**config.mk**
```make
export PLATFORM = sky130hd
export DESIGN_NAME = fp_cmp_issue_buffer
export DESIGN_NICKNAME = d
export VERILOG_FILES = /design/src/rtl/fp_cmp_issue_buffer.sv
export SDC_FILE = /design/constraint.sdc
export NUM_CORES = 1
export LEC_CHECK = 0
export CORE_ASPECT_RATIO = 1.5
export CORE_MARGIN = 2
export CORE_UTILIZATION = 49
export CTS_CLUSTER_SIZE = 28
export DETAILED_ROUTE_END_ITERATION = 7
export PLACE_DENSITY_LB_ADDON = 0.1
export SKIP_LAST_GASP = 1
export SYNTH_ARGS = -nofsm -noshare
export SYNTH_HDL_FRONTEND = slang
export SYNTH_SLANG_ARGS = --single-unit
export TNS_END_PERCENT = 100
```
**constraint.sdc**
```tcl
create_clock -name clock -period 4 [get_ports clock]
set_input_delay 0.4 -clock clock [delete_from_list [all_inputs] [get_ports clock]]
set_output_delay 0.4 -clock clock [all_outputs]
set_load 0.05 [all_outputs]
```
**src/rtl/fp_cmp_issue_buffer.sv**
```systemverilog
// fp_cmp_issue_buffer: credit-based issue into a fixed-latency FP comparator
// with an in-order result FIFO and predicate evaluation on capture.
module fp_cmp_issue_buffer #(
  parameter int TAG_W       = 4,
  parameter int DEPTH       = 8,
  parameter int CMP_LATENCY = 3,
  parameter int TOKEN_W     = TAG_W + 4
) (
  input  logic               clock,
  input  logic               reset,
  input  logic               req_valid,
  output logic               req_ready,
  input  logic [31:0]        req_a,
  input  logic [31:0]        req_b,
  input  logic [2:0]         req_op,
  input  logic [TAG_W-1:0]   req_tag,
  output logic [TOKEN_W-1:0] cmp_go,
  output logic [31:0]        cmp_a,
  output logic [31:0]        cmp_b,
  input  logic [TOKEN_W-1:0] cmp_done,
  input  logic [2:0]         cmp_flags,
  output logic               resp_valid,
  input  logic               resp_ready,
  output logic               resp_bool,
  output logic [2:0]         resp_flags,
  output logic [TAG_W-1:0]   resp_tag,
  output logic               overflow
);
  localparam int PW = (DEPTH > 1) ? $clog2(DEPTH) : 1;
  localparam int CW = $clog2(DEPTH + 1);
  localparam int DW = (CMP_LATENCY > 0) ? $clog2(CMP_LATENCY + 1) : 1;
  localparam logic [CW-1:0] C_DEPTH = CW'(DEPTH);
  localparam logic [PW-1:0] P_LAST  = PW'(DEPTH - 1);
  localparam logic [DW-1:0] D_INIT  = DW'(CMP_LATENCY);

  logic [DEPTH-1:0][2:0]       r_flags;
  logic [DEPTH-1:0][TAG_W-1:0] r_tag;
  logic [DEPTH-1:0]            r_bool;
  logic [PW-1:0]               r_wr;
  logic [PW-1:0]               r_rd;
  logic [CW-1:0]               r_cnt;
  logic [CW-1:0]               r_used;
  logic [DW-1:0]               r_drain;
  logic                        r_ovf;

  logic             w_fire;
  logic             w_pop;
  logic             w_wr;
  logic             w_full;
  logic             w_push;
  logic             w_unord;
  logic             w_pred;
  logic [2:0]       w_op;
  logic [TAG_W-1:0] w_tag;

  assign req_ready = (r_drain == '0) && (r_used < C_DEPTH);
  assign w_fire    = req_valid && req_ready;
  assign cmp_go    = w_fire ? {req_tag, req_op, 1'b1} : '0;
  assign cmp_a     = req_a;
  assign cmp_b     = req_b;

  assign resp_valid = (r_cnt != '0);
  assign resp_flags = r_flags[r_rd];
  assign resp_tag   = r_tag[r_rd];
  assign resp_bool  = r_bool[r_rd];
  assign overflow   = r_ovf;

  // Returning tokens are ignored until stale pipeline contents have drained.
  assign w_pop  = resp_valid && resp_ready;
  assign w_wr   = cmp_done[0] && (r_drain == '0);
  assign w_full = (r_cnt == C_DEPTH);
  assign w_push = w_wr && (!w_full || w_pop);
  assign w_op   = cmp_done[3:1];
  assign w_tag  = cmp_done[TOKEN_W-1:4];

  always_comb begin
    w_unord = (cmp_flags == 3'b000);
    w_pred  = 1'b0;
    case (w_op)
      3'd0:    w_pred = cmp_flags[1];
      3'd1:    w_pred = !cmp_flags[1];
      3'd2:    w_pred = cmp_flags[0];
      3'd3:    w_pred = cmp_flags[0] | cmp_flags[1];
      3'd4:    w_pred = cmp_flags[2];
      3'd5:    w_pred = cmp_flags[2] | cmp_flags[1];
      3'd6:    w_pred = !w_unord;
      default: w_pred = w_unord;
    endcase
  end

  always_ff @(posedge clock or posedge reset) begin
    if (reset) begin
      r_flags <= '0;
      r_tag   <= '0;
      r_bool  <= '0;
      r_wr    <= '0;
      r_rd    <= '0;
      r_cnt   <= '0;
      r_used  <= '0;
      r_drain <= D_INIT;
      r_ovf   <= 1'b0;
    end else begin
      if (r_drain != '0)
        r_drain <= r_drain - 1'b1;
      if (w_fire && !w_pop)
        r_used <= r_used + 1'b1;
      else if (!w_fire && w_pop)
        r_used <= r_used - 1'b1;
      if (w_push) begin
        r_flags[r_wr] <= cmp_flags;
        r_tag[r_wr]   <= w_tag;
        r_bool[r_wr]  <= w_pred;
        r_wr <= (r_wr == P_LAST) ? '0 : r_wr + 1'b1;
      end
      if (w_pop)
        r_rd <= (r_rd == P_LAST) ? '0 : r_rd + 1'b1;
      if (w_push && !w_pop)
        r_cnt <= r_cnt + 1'b1;
      else if (!w_push && w_pop)
        r_cnt <= r_cnt - 1'b1;
      if (w_wr && w_full && !w_pop)
        r_ovf <= 1'b1;
    end
  end
endmodule

```
==> results.json, run 1 <==
{
  "status": "finished, final reports clean",
  "grt_usage_pct": 18.8,
  "final_core_util_pct": 53.3,
  "netlist_instances": 349,
  "ir_drop_uv": 540,
  "rrSetupSlack_ns": 1.10,
  "dpl_cell_area_um2": 4630,
  "cp_max_fo": 12,
  "synthArstFlopShare_pct": 100,
  "antenna_found_initial": 0,
  "fin_nets": 425,
  "ant_nets": 0,
  "r2r-start": "r_drain[0]",
  "grt_start_max_net_pins": 64,
  "rows": 43,
  "worstSetupPathType": "reg2out",
  "synth_warnings": 0,
  "netlist_top_cells_count": "dfrtp_1, buf_4, mux2_2, mux4_2",
  "hold_violations": 0,
  "drive_gt1_share_pct": 35.3,
  "drv_cap": 0,
  "powerDensity_nw_per_um2": 914,
  "max_slew_margin_pct": 40.4,
  "post-route-min-period_ns": 3.30,
  "synth-simple-area-share_pct": 5.40,
  "viasPerCell": 5.72,
  "cts_buffers": 9,
  "synthAdderAreaFrac_pct": 3.85,
  "synth_compound_area_share_pct": 5.97,
  "synth_top_area_share_pct": 42.9,
  "worstSetupEndpointType": "output pin",
  "insertedDiodeCount": 0,
  "die_area_um2": 10200,
  "ys_seq_elements": 81,
  "hold_path_class": "in2async",
  "worstPathArrival_ns": 2.90,
  "gp_congestion": 0.706,
  "synthXorXnorAreaFrac_pct": 1.52,
  "grt_first_pass_wirelength_um": 14400,
  "avgRoutedWirePerCell_um": 20.1,
  "crit_slowest_cell": "dfrtp_1",
  "p_leak_nw": 2.06,
  "ctsResizeCount": 0,
  "cts_tree": "done",
  "drv_slew": 0,
  "synthMuxAreaShare_pct": 26.3,
  "core_um2": 9200,
  "htreeDepth": 3,
  "clk_transition_reported_paths_ns": 0.06,
  "start_util_pct": 50.1,
  "reg2reg_to": "r_used[3]",
  "area_delta_synth_final_pct": 6.43,
  "routed_wl_um": 8900,
  "fmax_ghz": 0.303,
  "cts_sinks": 81,
  "ys.flop_type": "dfrtp_1",
  "path_buf_inv": 2,
  "drc_errors": 0,
  "synth-edff-count": 0,
  "insertion_delay_ns": 0.33,
  "synth_top_cell_by_area": "dfrtp_1",
  "hold_buffers": 0,
  "drt_iter0_markers": 94,
  "cts_root_buffer": "clkbuf_16",
  "yosysMostFrequentCell": "dfrtp_1",
  "die_h_um": 123,
  "grt_overflow_total": 0,
  "num_vias": 2533,
  "synth_top_family_by_area": "multiplexers",
  "critPathLaunchType": "flop",
  "firstDrtPassIters": 4,
  "crit_required_ns": 3.60,
  "synthTopCellsByArea": "dfrtp_1, mux2_2, buf_4",
  "netlist_area_um2": 4610,
  "r2r_cells": 11,
  "port_buffers": 40,
  "critical_path.max_stage_delay_ns": 0.74,
  "crit_chain": "buf_4 -> mux4_2 -> mux2_2 -> clkdlybuf4s50_1",
  "power_mw": 4.48,
  "critical_path.top_delay_family": "buffers and inverters",
  "ys_seq_area_share_pct": 44.0,
  "design_area_um2": 4910,
  "clk_path_buf_depth": 2,
  "fin_hold_ws_ns": 0.390,
  "io_pins": 169,
  "synth_nets": 448,
  "period_share_pct": 82.5,
  "synth_area_per_cell_um2": 13.2,
  "ys_types": 36,
  "finClkSkew_ns": 0.00495,
  "worst_pin_slew_ns": 0.882,
  "fin_tns_setup_ns": 0,
  "dp_hpwl_um": 5940,
  "first_global_vias": 2714,
  "die_w_um": 83.2,
  "rsz0062_at_grt": "no",
  "setup_violations": 0,
  "cts_post_setup_buffers_inserted": 0
}
## power breakdown
group | internal [mW] | switching, mW | leakage, nW | total (mW)
sequential | 1.23 | 0.332 | 0.962 | 1.56
clock | 0.451 | 0.304 | 0.139 | 0.755
combinational | 1.13 | 1.04 | 0.958 | 2.17
total | 2.81 | 1.67 | 2.06 | 4.48
## cell usage in the layout (no fill, tap or decap), drive strengths merged, types with 2 or more instances in the layout
cell type      count
dfrtp             79
mux2              70
clkdlybuf4s50     40
mux4              16
clkbuf            13
nor2              12
nand2             11
ha                11
a21oi             10
o21ai              8
xnor2              7
and3               7
a211oi             6
inv                6
buf                4
nor2b              3
nand2b             3
clkinv             3
a2111o             2
a21o               2
mux2i              2
fa                 2
dfstp              2
nor3               2
nor4bb             2
## final cells by class
cell class	instances	area (µm²)
Tap cell	112	140
Fill cell	789	4290
Clock buffer	13	260
Timing Repair Buffer	44	443
Sequential cell	81	2030
Inverter	6	22.5
Clock inverter	3	15.0
Multi-Input combinational cell	184	2000
## kinds of logic after synthesis
kind of cell	Yosys count
fa+ha+maj	13
simple gates	44
xor+xnor	8
compound gates	31
mux	88
buf+inv	84
flops	81
## metrics by stage
step	std cells	worst slack (ns)
after floorplan	349	1.08
after global placement	427	1.02
after detailed placement	427	0.998
after CTS	443	0.628
after global routing	443	0.512
final	443	0.701
## per-layer routing
layer / track usage (%) / part of all wire [%]
met1: 21.4 / 39
met2: 30.8 / 50
met3: 5.18 / 5.1
met5: 0 / 0
met4: 12.8 / 5.6
## worst max path at each step
stage | slack (ns) | cells past startpoint | start | end
floorplan | 1.08 | 13 | r_drain[0] | r_used[3]
global placement | 1.02 | 4 | r_rd[0] | resp_tag[2]
detailed placement | 1.0 | 4 | r_rd[0] | resp_tag[2]
CTS | 0.63 | 4 | r_rd[0] | resp_tag[0]
global route | 0.51 | 4 | r_rd[0] | resp_tag[2]
finish | 0.70 | 4 | r_rd[0] | resp_tag[0]
## state kept, by name (all words and copies together), names as in the netlist
signal / count
overflow: 1
r_bool: 8
r_cnt: 4
r_drain: 2
r_flags: 24
r_rd: 3
r_tag: 32
r_used: 4
r_wr: 3
Power figures use the tool's default switching activity.
==> run 2, diff against run 1 <==
--- a/config.mk
+++ b/config.mk
@@ -7,7 +7,7 @@
 export LEC_CHECK = 0
 export CORE_ASPECT_RATIO = 1.5
 export CORE_MARGIN = 2
-export CORE_UTILIZATION = 49
+export CORE_UTILIZATION = 45
 export CTS_CLUSTER_SIZE = 28
 export DETAILED_ROUTE_END_ITERATION = 7
 export PLACE_DENSITY_LB_ADDON = 0.1
==> constraint.sdc (replaced) <==
create_clock -name clock -period 3.3 [get_ports clock]
set_input_delay 0.33 -clock clock [delete_from_list [all_inputs] [get_ports clock]]
set_output_delay 0.33 -clock clock [all_outputs]
set_load 0.05 [all_outputs]
==> run 2 against run 1 <==
Net effect: utilization decreased by 3.5 points; sequential power increased by 17%; global-route usage decreased by 1.8 points; flip-flop and latch count unchanged; critical endpoint is now resp_flags[0]; largest cell class unchanged; largest power group unchanged.
==> results.json, run 2 (synthesis results as in run 1) <==
{
  "crit_chain": "buf_4 -> mux4_2 -> mux2_2 -> clkdlybuf4s50_1",
  "drv_cap": 0,
  "hold_path_class": "in2async",
  "cts_buffers": 9,
  "status": "finished, final reports clean",
  "critical_path.top_delay_family": "buffers and inverters",
  "rsz0062_at_grt": "no",
  "cts_post_setup_buffers_inserted": 0,
  "reg.largest.list": "r_tag (32), r_flags (24), r_bool (8)",
  "layout_commonest_cell": "dfrtp_1",
  "dp_hpwl_um": 5820,
  "worstSetupEndpointType": "output pin",
  "cp-endpoint": "resp_flags[0]",
  "setup_violations": 0,
  "num_vias": 2512,
  "insertion_delay_ns": 0.34,
  "grt_start_max_net_pins": 51,
  "grt_usage_pct": 17.0,
  "clk_path_buf_depth": 2,
  "critPathLaunchType": "flop",
  "finClkSkew_ns": 0.00913,
  "core_um2": 10100,
  "power_mw": 5.76,
  "routed_wl_um": 8550,
  "r2r_cells": 11,
  "drive_gt1_share_pct": 36.6,
  "largest_register_ffs": 32,
  "worstPathArrival_ns": 2.65,
  "r2r-start": "r_drain[0]",
  "viasPerCell": 5.55,
  "clk_transition_reported_paths_ns": 0.06,
  "fmax_ghz": 0.336,
  "die_h_um": 128,
  "cts_root_buffer": "clkbuf_16",
  "die_w_um": 86.6,
  "port_buffers": 40,
  "crit_required_ns": 2.97,
  "crit_start": "r_rd[0]",
  "max_slew_margin_pct": 39.7,
  "hold_buffers": 0,
  "grt_overflow_total": 0,
  "io_pins": 169,
  "worst_pin_slew_ns": 0.905,
  "mostFrequentLayoutCells": "dfrtp_1, mux2_2, clkdlybuf4s50_1, mux4_2",
  "design_area_um2": 5020,
  "cp.depth": 4,
  "antenna_found_initial": 0,
  "period_share_pct": 90.2,
  "cts_tree": "done",
  "first_global_vias": 2704,
  "rrSetupSlack_ns": 0.50,
  "path_buf_inv": 2,
  "ir_drop_uv": 560,
  "die_area_um2": 11100,
  "area_delta_synth_final_pct": 8.98,
  "drc_errors": 0,
  "cp_max_fo": 9,
  "dpl_cell_area_um2": 4660,
  "avgRoutedWirePerCell_um": 18.9,
  "gp_congestion": 0.678,
  "worstSetupPathType": "reg2out",
  "post-route-min-period_ns": 2.98,
  "insertedDiodeCount": 0,
  "ant_nets": 0,
  "rows": 45,
  "hold_violations": 0,
  "critical_path.max_stage_delay_ns": 0.71,
  "start_util_pct": 45.7,
  "fin_hold_ws_ns": 0.475,
  "drt_iter0_markers": 107,
  "htreeDepth": 3,
  "grt_first_pass_wirelength_um": 14200,
  "crit_slowest_cell": "clkdlybuf4s50_1",
  "largest-register": "r_tag",
  "fin_nets": 430,
  "fin_tns_setup_ns": 0,
  "firstDrtPassIters": 4,
  "ctsResizeCount": 0,
  "reg2reg_to": "r_used[3]",
  "powerDensity_nw_per_um2": 1150,
  "drv_slew": 0,
  "fillers": 907,
  "cts_sinks": 81,
  "p_leak_nw": 2.11
}
run 2: cell count changes in the layout (fill, tap and decap cells not counted), moves of 2 or more:
| cell | previous run | this run |
|---|---|---|
| buf_4 | 3 | 9 |
| bufinv_16 | 0 | 4 |
| clkbuf_1 | 2 | 0 |
| clkbuf_8 | 2 | 0 |
run 2: area by class of cell:
type	instances	area, µm²	share of cell area, %
Clock buffer	9	225	4.48
Clock inverter	7	141	2.81
Inverter	6	23.8	0.473
Multi-Input combinational cell	184	1990	39.6
Sequential cell	81	2030	40.4
Tap cell	117	146	2.91
Timing Repair Buffer	49	468	9.31
run 2: report_power, final:
part / switching [mW] / internal, mW
clock: 0.411 / 0.817
combinational: 1.33 / 1.39
sequential: 0.329 / 1.49
run 2: per-layer routing:
metal / up-vias / part of all wire, % / wire length [µm] / global-route usage, %
met4: 0 / 2.1 / 176 / 7.26
met2: 77 / 49 / 4150 / 26.7
met5: - / 0 / 0 / 0
met3: 19 / 4.8 / 412 / 4.89
met1: 1271 / 45 / 3810 / 22.0
li1: 1145 / - / - / -
run 2: how the worst min path moves through the flow:
| stage | start | end | slack, ns | cells past startpoint |
|---|---|---|---|---|
| global route | overflow | overflow | 0.50 | 1 |
| global placement | overflow | overflow | 0.45 | 1 |
| finish | reset | r_tag[9] | 0.48 | 2 |
| floorplan | r_bool[1] | r_bool[1] | 0.45 | 2 |
| CTS | overflow | overflow | 0.48 | 1 |
| detailed placement | overflow | overflow | 0.46 | 1 |
run 2: per-stage QoR:
stage | util, % | instances | worst slack, ns
global route | 49.9 | 453 | 0.185
detailed placement | 46.2 | 437 | 0.504
floorplan | - | 349 | 0.379
global placement | 46.2 | 437 | 0.554
CTS | 49.9 | 453 | 0.266
finish | 49.9 | 453 | 0.324
==> run 3, diff against run 2 <==
--- a/config.mk
+++ b/config.mk
@@ -10,6 +10,7 @@
 export CORE_UTILIZATION = 45
 export CTS_CLUSTER_SIZE = 28
 export DETAILED_ROUTE_END_ITERATION = 7
+export GPL_TIMING_DRIVEN = 0
 export PLACE_DENSITY_LB_ADDON = 0.1
 export SKIP_LAST_GASP = 1
 export SYNTH_ARGS = -nofsm -noshare
==> constraint.sdc (replaced) <==
create_clock -name clock -period 3.3 [get_ports clock]
set_input_delay 0.33 -clock clock [delete_from_list [all_inputs] [get_ports clock]]
set_output_delay 0.33 -clock clock [all_outputs]
set_load 0.01 [all_outputs]
==> run 3 against run 2 <==
Net effect: flip-flop and latch count unchanged; sequential share of layout area down 6.9 points; critical path depth up 1; count of clock-buffer cells in the layout up 4; non-clock buffer count up 133; clock power down 31%; highest routed layer unchanged; largest power group unchanged; setup slack worse by 0.027 ns; critical path type unchanged; wire length up 7.2%.
==> results.json, run 3 (synthesis results as in run 1) <==
{
  "die_h_um": 128,
  "gp_congestion": 0.712,
  "cts_sinks": 81,
  "routed_wl_um": 9170,
  "crit_required_ns": 2.97,
  "area_delta_synth_final_pct": 31.5,
  "setup_violations": 0,
  "cts_tree": "done",
  "power_mw": 5.09,
  "reg.largest.list": "r_tag (32), r_flags (24), r_bool (8)",
  "grt_start_max_net_pins": 59,
  "worst_pin_slew_ns": 0.690,
  "clk_transition_reported_paths_ns": 0.06,
  "worstSetupPathType": "reg2out",
  "insertedDiodeCount": 0,
  "placed_cells": 570,
  "hold_path_class": "in2async",
  "drv_cap": 0,
  "critical_path.top_delay_family": "buffers and inverters",
  "port_buffers": 103,
  "fillers": 818,
  "largest-register": "r_tag",
  "ir_drop_uv": 541,
  "path_buf_inv": 3,
  "post-route-min-period_ns": 3.00,
  "first_global_vias": 2856,
  "grt_first_pass_wirelength_um": 14500,
  "die_w_um": 86.6,
  "drc_errors": 0,
  "insertion_delay_ns": 0.33,
  "p_leak_nw": 2.63,
  "rsz0062_at_grt": "no",
  "mostFrequentLayoutCells": "clkdlybuf4s50_1, dfrtp_1, buf_4, mux2_2, mux4_2",
  "period_share_pct": 91.0,
  "max_slew_margin_pct": 54.0,
  "worstPathArrival_ns": 2.67,
  "crit_slowest_cell": "clkbuf_1",
  "layout_commonest_cell": "clkdlybuf4s50_1",
  "io_pins": 169,
  "cts_post_setup_buffers_inserted": 0,
  "viasPerCell": 5.00,
  "htreeDepth": 3,
  "num_vias": 2922,
  "hold_buffers": 0,
  "status": "finished, final reports clean",
  "cts_root_buffer": "clkbuf_16",
  "powerDensity_nw_per_um2": 839,
  "fin_tns_setup_ns": 0,
  "firstDrtPassIters": 4,
  "drt_iter0_markers": 165,
  "hold_violations": 0,
  "clk_path_buf_depth": 2,
  "critPathLaunchType": "flop",
  "fin_nets": 563,
  "die_area_um2": 11100,
  "drive_gt1_share_pct": 38.8,
  "ctsResizeCount": 0,
  "worstSetupEndpointType": "output pin",
  "fmax_ghz": 0.333,
  "finClkSkew_ns": 0.00627,
  "grt_usage_pct": 17.1,
  "largest_register_ffs": 32,
  "setup_ws_ns": 0.297,
  "drv_slew": 0,
  "avgRoutedWirePerCell_um": 15.7,
  "cts_buffers": 9,
  "finalNonFillerCells": 584,
  "ant_nets": 0,
  "antenna_found_initial": 0,
  "crit_chain": "buf_2 -> clkbuf_1 -> mux4_2 -> mux2_2 -> clkdlybuf4s50_1",
  "start_util_pct": 45.7,
  "critical_path.max_stage_delay_ns": 0.57,
  "cp_max_fo": 10,
  "dpl_cell_area_um2": 5820,
  "dp_hpwl_um": 6680,
  "grt_overflow_total": 0,
  "design_area_um2": 6060,
  "rows": 45,
  "core_um2": 10100,
  "place_ws_ns": 0.464
}
-- run 3: final cells by class --
cell class	instances	area, µm²	area share [%]
sequential	81	2030	33.5
multi-input combinational	184	1990	32.7
timing repair buffer	104	1060	17.5
buffer	78	573	9.45
clock buffer	13	240	3.96
tap	117	146	2.41
inverter	6	25.0	0.413
clock inverter	1	5.00	0.0825
-- run 3: path summary, 6_finish.rpt --
| check | to | slack [ns] | start | depth (start not counted) |
|---|---|---|---|---|
| setup / recovery | resp_flags[0] | 0.30 | r_rd[1] | 5 |
| hold / removal | r_tag[21] | 0.33 | reset | 2 |
| setup reg to reg | r_used[3] | 0.50 | r_drain[0] | 13 |
| hold reg to reg | r_used[3] | 0.48 | r_used[3] | 1 |
| max in group asynchronous | r_flags[4] | 2.39 | reset | 3 |
| min in group clock | r_used[3] | 0.48 | r_used[3] | 1 |
-- run 3: report_power, final --
| part | switching (mW) | internal (mW) | total (mW) |
|---|---|---|---|
| sequential | 0.287 | 1.49 | 1.78 |
| combinational | 0.954 | 1.51 | 2.46 |
| clock | 0.346 | 0.500 | 0.846 |
-- run 3: routing by layer --
metal | up-vias | global-route usage (%) | part of all wire (%)
met2 | 106 | 28.7 | 51
met3 | 11 | 3.48 | 5.7
li1 | 1397 | - | -
met4 | 0 | 5.79 | 1.3
met1 | 1408 | 21.9 | 42
met5 | - | 0 | 0
-- run 3: stage by stage --
stage               hold WS [ns]  utilization (%)
finish                     0.329             60.2
global route               0.362             60.2
CTS                        0.330             60.2
detailed placement         0.465             57.7
global placement           0.459             57.4
floorplan                  0.445                -
-- run 3: worst reg2reg max path, cell delays in order (launching register included) --
cell and delay, ns:
dfstp_2 0.54, inv_1 0.04, ha_1 0.18, buf_4 0.17
nor2b_1 0.13, clkbuf_1 0.16, and2_1 0.21, ha_1 0.19
inv_1 0.12, ha_1 0.24, a21o_1 0.17, a21oi_1 0.18
mux2i_1 0.24, xnor2_1 0.14
==> patch 1, RTL diff (settings of run 3) <==
Set the parameter `CMP_LATENCY` to 6 (it was 3).
--- a/src/rtl/fp_cmp_issue_buffer.sv
+++ b/src/rtl/fp_cmp_issue_buffer.sv
@@ -5,3 +5,3 @@
   parameter int DEPTH       = 8,
-  parameter int CMP_LATENCY = 3,
+  parameter int CMP_LATENCY = 6,
   parameter int TOKEN_W     = TAG_W + 4
Formal check against the unedited RTL: not equivalent (Yosys sat finds a counterexample within 4 cycles, from zero or initial values and one cycle with reset high).
==> patch 1 against run 3 <==
Count of clock-buffer cells in the layout rose by 1. Wire length rose by 9.6%. Critical path type unchanged. Clock skew barely moved. Clock power rose by 11%. Power rose by 0.62%. Die area rose by 1.1%. Via count rose by 5.3%. Setup slack got worse by 56 ps. Critical endpoint is now resp_tag[0]. Global-route usage rose by 0.90 points. Sequential cell count rose by 1. Synthesized area rose by 1.2%. Final area rose by 1.4%.
==> patch 1: results (changes against run 3) <==
stage,metric,value,unit,change
global_routing,track_usage,18.0,%,was 17.1%
status,status,finished clean,,unchanged
drt,drt_first_iter_violations,113,,was 165
yosys,yosysUniqueCellTypes,44,,was 36
yosys,synth-seq-area-share,44.0,%,about the same
sta,clock_skew,6.22,ps,was 6.27 ps
global_routing,grt_max_degree,51,,was 59
global_routing,grt_pass1_vias,2995,,was 2856
critical_path,cp_slowest_cell,mux4_2,,was clkbuf_1
place,portBuffers,102,,was 103
yosys,synth_fp_nets,466,,was 448
sta,worst_pin_slew,999,ps,was 690 ps
power_and_ir_drop,peakVddDrop,462,µV,was 541 µV
power_and_ir_drop,p_sw,1620,µW,was 1590 µW
power_and_ir_drop,leakagePower,0.00265,µW,was 0.00263 µW
drt,wl_met3,707,µm,was 522 µm
finish,final_nets,580,,was 563
drt,drt-met1-wl,3830,µm,about the same
place,gp_congestion,0.742,,was 0.712
finish,drive_above_1_share,38.6,%,was 38.8%
drt,wl_met2,5340,µm,was 4690 µm
global_routing,grt_pass1_wl,15100,µm,was 14500 µm
finish,fill_cells,848,,was 818
critical_path,cp.arrival,2730,ps,was 2670 ps
drt,routed_wl,10000,µm,was 9170 µm
yosys,ys_top_cells_by_area,"dfrtp_1 (43%), mux2_2 (16%), buf_4 (11%), mux4_2 (7.7%), ha_1 (3.2%)",,"was dfrtp_1 (43%), mux2_2 (14%), buf_4 (11%), mux4_2 (7.8%), mux2_4 (3.9%)"
critical_path,cp_slowest_stage_delay,570,ps,about the same
place,hpwl,7410,µm,was 6680 µm
drt,top_layer,met4,,unchanged
drt,dr_total_vias,3076,,was 2922
yosys,synth_common_cells,"dfrtp_1 (80), mux2_2 (67), buf_4 (66)",,"was dfrtp_1 (79), buf_4 (68), mux2_2 (57)"
==> patch 1: changes by cell type after synthesis, sizes merged, moves of 2 or more <==
cell,before,now
o21ai,8,13
buf,74,72
a211oi,6,3
nor3b,1,3
nand2,11,13
mux2,70,67
a2111o,2,0
nor3,2,4
clkbuf,4,8
o211ai,0,3
nand3b,1,3
==> patch 1: cells by family after synthesis <==
kind of cell	count (synthesis)	synth area share, %
adders and majority gates	14	4.08
AOI/OAI and AO/OA	36	6.71
DFF	82	44.0
buffers and inverters	86	12.6
and+or+nand+nor	55	6.79
xor gates and xnor gates	8	1.50
muxes	85	24.3
==> patch 1: cell type report <==
cell class / count / area [µm²] / area share, %
Multi-Input combinational cell: 198 / 2020 / 32.9
Sequential cell: 82 / 2050 / 33.4
Inverter: 6 / 25.0 / 0.407
Timing Repair Buffer: 103 / 1050 / 17.1
Clock buffer: 14 / 274 / 4.46
Clock inverter: 2 / 10.0 / 0.163
Buffer: 80 / 564 / 9.18
Tap cell: 117 / 146 / 2.38
==> patch 1: path summary, 6_finish.rpt <==
path	start	end	slack (ps)	depth (start not counted)
max	r_rd[0]	resp_tag[0]	240	5
max reg2reg	r_cnt[0]	r_used[3]	360	10
max in group asynchronous	reset	r_drain[1]	2330	3
min in group clock	r_flags[7]	r_flags[7]	480	2
min	reset	overflow	350	2
min reg2reg	r_flags[7]	r_flags[7]	480	2
==> patch 1: timing repair <==
action	CTS	global route
hold buffers	0	0
setup endpoints to repair	0	8
gates resized for setup	0	2
==> patch 1: power by group through the flow <==
stage / registers [µW] / clock network [µW] / logic (µW)
floorplan: 1700 / 0 / 1740
global placement: 1760 / 0 / 2390
detailed placement: 1790 / 0 / 2450
CTS: 1770 / 964 / 2460
global route: 1830 / 1010 / 2620
finish: 1770 / 942 / 2410
==> patch 1: stage by stage <==
step,instance area [µm²],setup TNS [ps],setup slack (ps),cells
floorplan,4660,0,682,366
detailed placement,5860,0,307,586
CTS,6150,0,22.9,602
global placement,5830,-35970,-452,585
finish,6150,0,241,602
global route,6150,0,50.6,602
==> patch 1: routing by layer <==
metal  track usage (%)  up-vias
met5                 0        -
met4              6.33        0
met3              3.85       14
met2              32.4      126
met1              20.8     1475
li1                  -     1461
==> patch 2, RTL diff (config.mk and constraints of run 3) <==
Made on the original files. Make the reset (`reset`) synchronous in one clocked block.
--- a/src/rtl/fp_cmp_issue_buffer.sv
+++ b/src/rtl/fp_cmp_issue_buffer.sv
@@ -90,3 +90,3 @@
 
-  always_ff @(posedge clock or posedge reset) begin
+  always_ff @(posedge clock) begin
     if (reset) begin
Function: differs if reset is asserted again (counterexample within 4 cycles, from zero or initial values and one cycle with reset high); with reset held inactive, the same outputs for 10 cycles.
==> patch 2 against run 3 <==
Critical path depth did not move. Synthesized area fell by 3.7%. Sequential cell count did not move. Global-route usage rose by 2.5 points. Via count rose by 15%. Final area fell by 3.8%. Wire length rose by 12%. Core utilization rose by 0.36 points. Sequential share of layout area fell by 5.7 points. Setup slack got worse by 53 ps. Critical endpoint is now resp_flags[2]. Largest cell class is now multi-input combinational cells.
Power is not compared: it rests on default switching activity, and its combinational part moved more than twofold at a synthesized area within 25%.
==> patch 2: results (changes against run 3) <==
stage,metric,value,unit,change
yosys,ys_warn_count,0,,unchanged
critical_path,cp.arrival,2730,ps,was 2670 ps
sta,layout_min_cycle_time,3060,ps,was 3000 ps
yosys,postSynthCellCount,441,,was 349
yosys,ys_top_cells_by_area,"dfxtp_1 (37%), mux2i_1 (14%), buf_4 (11%), mux4_2 (8.1%), nor2_1 (7.0%)",,"was dfrtp_1 (43%), mux2_2 (14%), buf_4 (11%), mux4_2 (7.8%), mux2_4 (3.9%)"
place,hpwl,7660,µm,was 6680 µm
global_routing,grt_pass1_wl,16600,µm,was 14500 µm
place,place_area,5570,µm²,was 5820 µm²
sta,clock_skew,5.78,ps,was 6.27 ps
critical_path,cp_slowest_stage_delay,500,ps,was 570 ps
drt,drt_first_iter_violations,186,,was 165
yosys,yosysUniqueCellTypes,38,,was 36
sta,relSlewSlack,49.9,%,was 54.0%
yosys,synth_common_cells,"nor2_1 (83), dfxtp_1 (81), buf_4 (65)",,"was dfrtp_1 (79), buf_4 (68), mux2_2 (57)"
yosys,synth.mux.area_fraction,25.1,%,was 26.3%
power_and_ir_drop,power.total,2910,µW,
drt,routed_wl,10300,µm,was 9170 µm
global_routing,grt_max_degree,12,,was 59
global_routing,track_usage,19.6,%,was 17.1%
yosys,synth_xor_xnor_area_share,1.18,%,was 1.52%
yosys,synth_fp_nets,540,,was 448
min_path,hp-class,input pin to flop,,was input pin to async pin
yosys,synth_adder_area_share,4.00,%,was 3.85%
sta,finalHoldWorstSlack,433,ps,was 329 ps
place,portBuffers,98,,was 103
critical_path,rrSetupSlack,390,ps,was 500 ps
yosys,synth_compound_area_share,6.79,%,was 5.97%
yosys,async_reset_ff_share,0,%,was 100%
finish,final_nets,649,,was 563
status,status,finished clean,,unchanged
drt,vias_per_cell,5.01,,was 5.00
drt,dr_total_vias,3347,,was 2922
place,dp_slack,-73.8,ps,was 464 ps
patch 2: cell count changes after synthesis, sizes merged, moves of 3 or more:
cell / delta
clkbuf: +12
xnor2: -4
buf: +4
dfrtp: -79
dfxtp: +81
o21ai: -7
mux2: -60
nand2: -3
nor2: +71
a211oi: +10
mux2i: +62
patch 2: layout make-up:
class / count / area, µm²
plain buffers: 94 / 604
repair buffers: 98 / 981
inverters: 5 / 18.8
flip-flops and latches: 81 / 1620
clock buffers: 14 / 264
well taps: 115 / 144
fillers: 848 / 3800
multi-input cells: 261 / 2200
patch 2: what timing repair did:
| action | 4_1_cts | 5_1_grt |
|---|---|---|
| buffers inserted | 0 | 0 |
| endpoints found under the setup margin | 0 | 8 |
| resized for setup | 0 | 2 |
patch 2: worst max-delay path, delay by kind of cell, from the launching register on:
| family | cells | cell delay, ps |
|---|---|---|
| buffers and inverters | 3 | 1410 |
| muxes | 2 | 640 |
| DFF | 1 | 330 |
patch 2: metal layers:
| layer | GRT usage [%] | part of all wire, % |
|---|---|---|
| met5 | 0 | 0 |
| met4 | 7.19 | 1.4 |
| met1 | 24.1 | 40 |
| met3 | 3.74 | 6.4 |
| met2 | 33.8 | 52 |
patch 2: path summary, 6_finish.rpt:
check / start / to / cells after the start
worst min-delay path: cmp_done[7] / r_tag[27] / 3
worst max register to register: r_cnt[0] / r_cnt[3] / 10
worst max-delay path: r_rd[1] / resp_flags[2] / 5
worst min register to register: r_tag[21] / r_tag[21] / 2
patch 2: kinds of logic after synthesis:
kind of cell | count (synthesis)
AOI/OAI and AO/OA | 30
xor gates and xnor gates | 6
adders and majority gates | 13
buffers and inverters | 99
DFF | 81
muxes | 90
and+or+nand+nor | 122
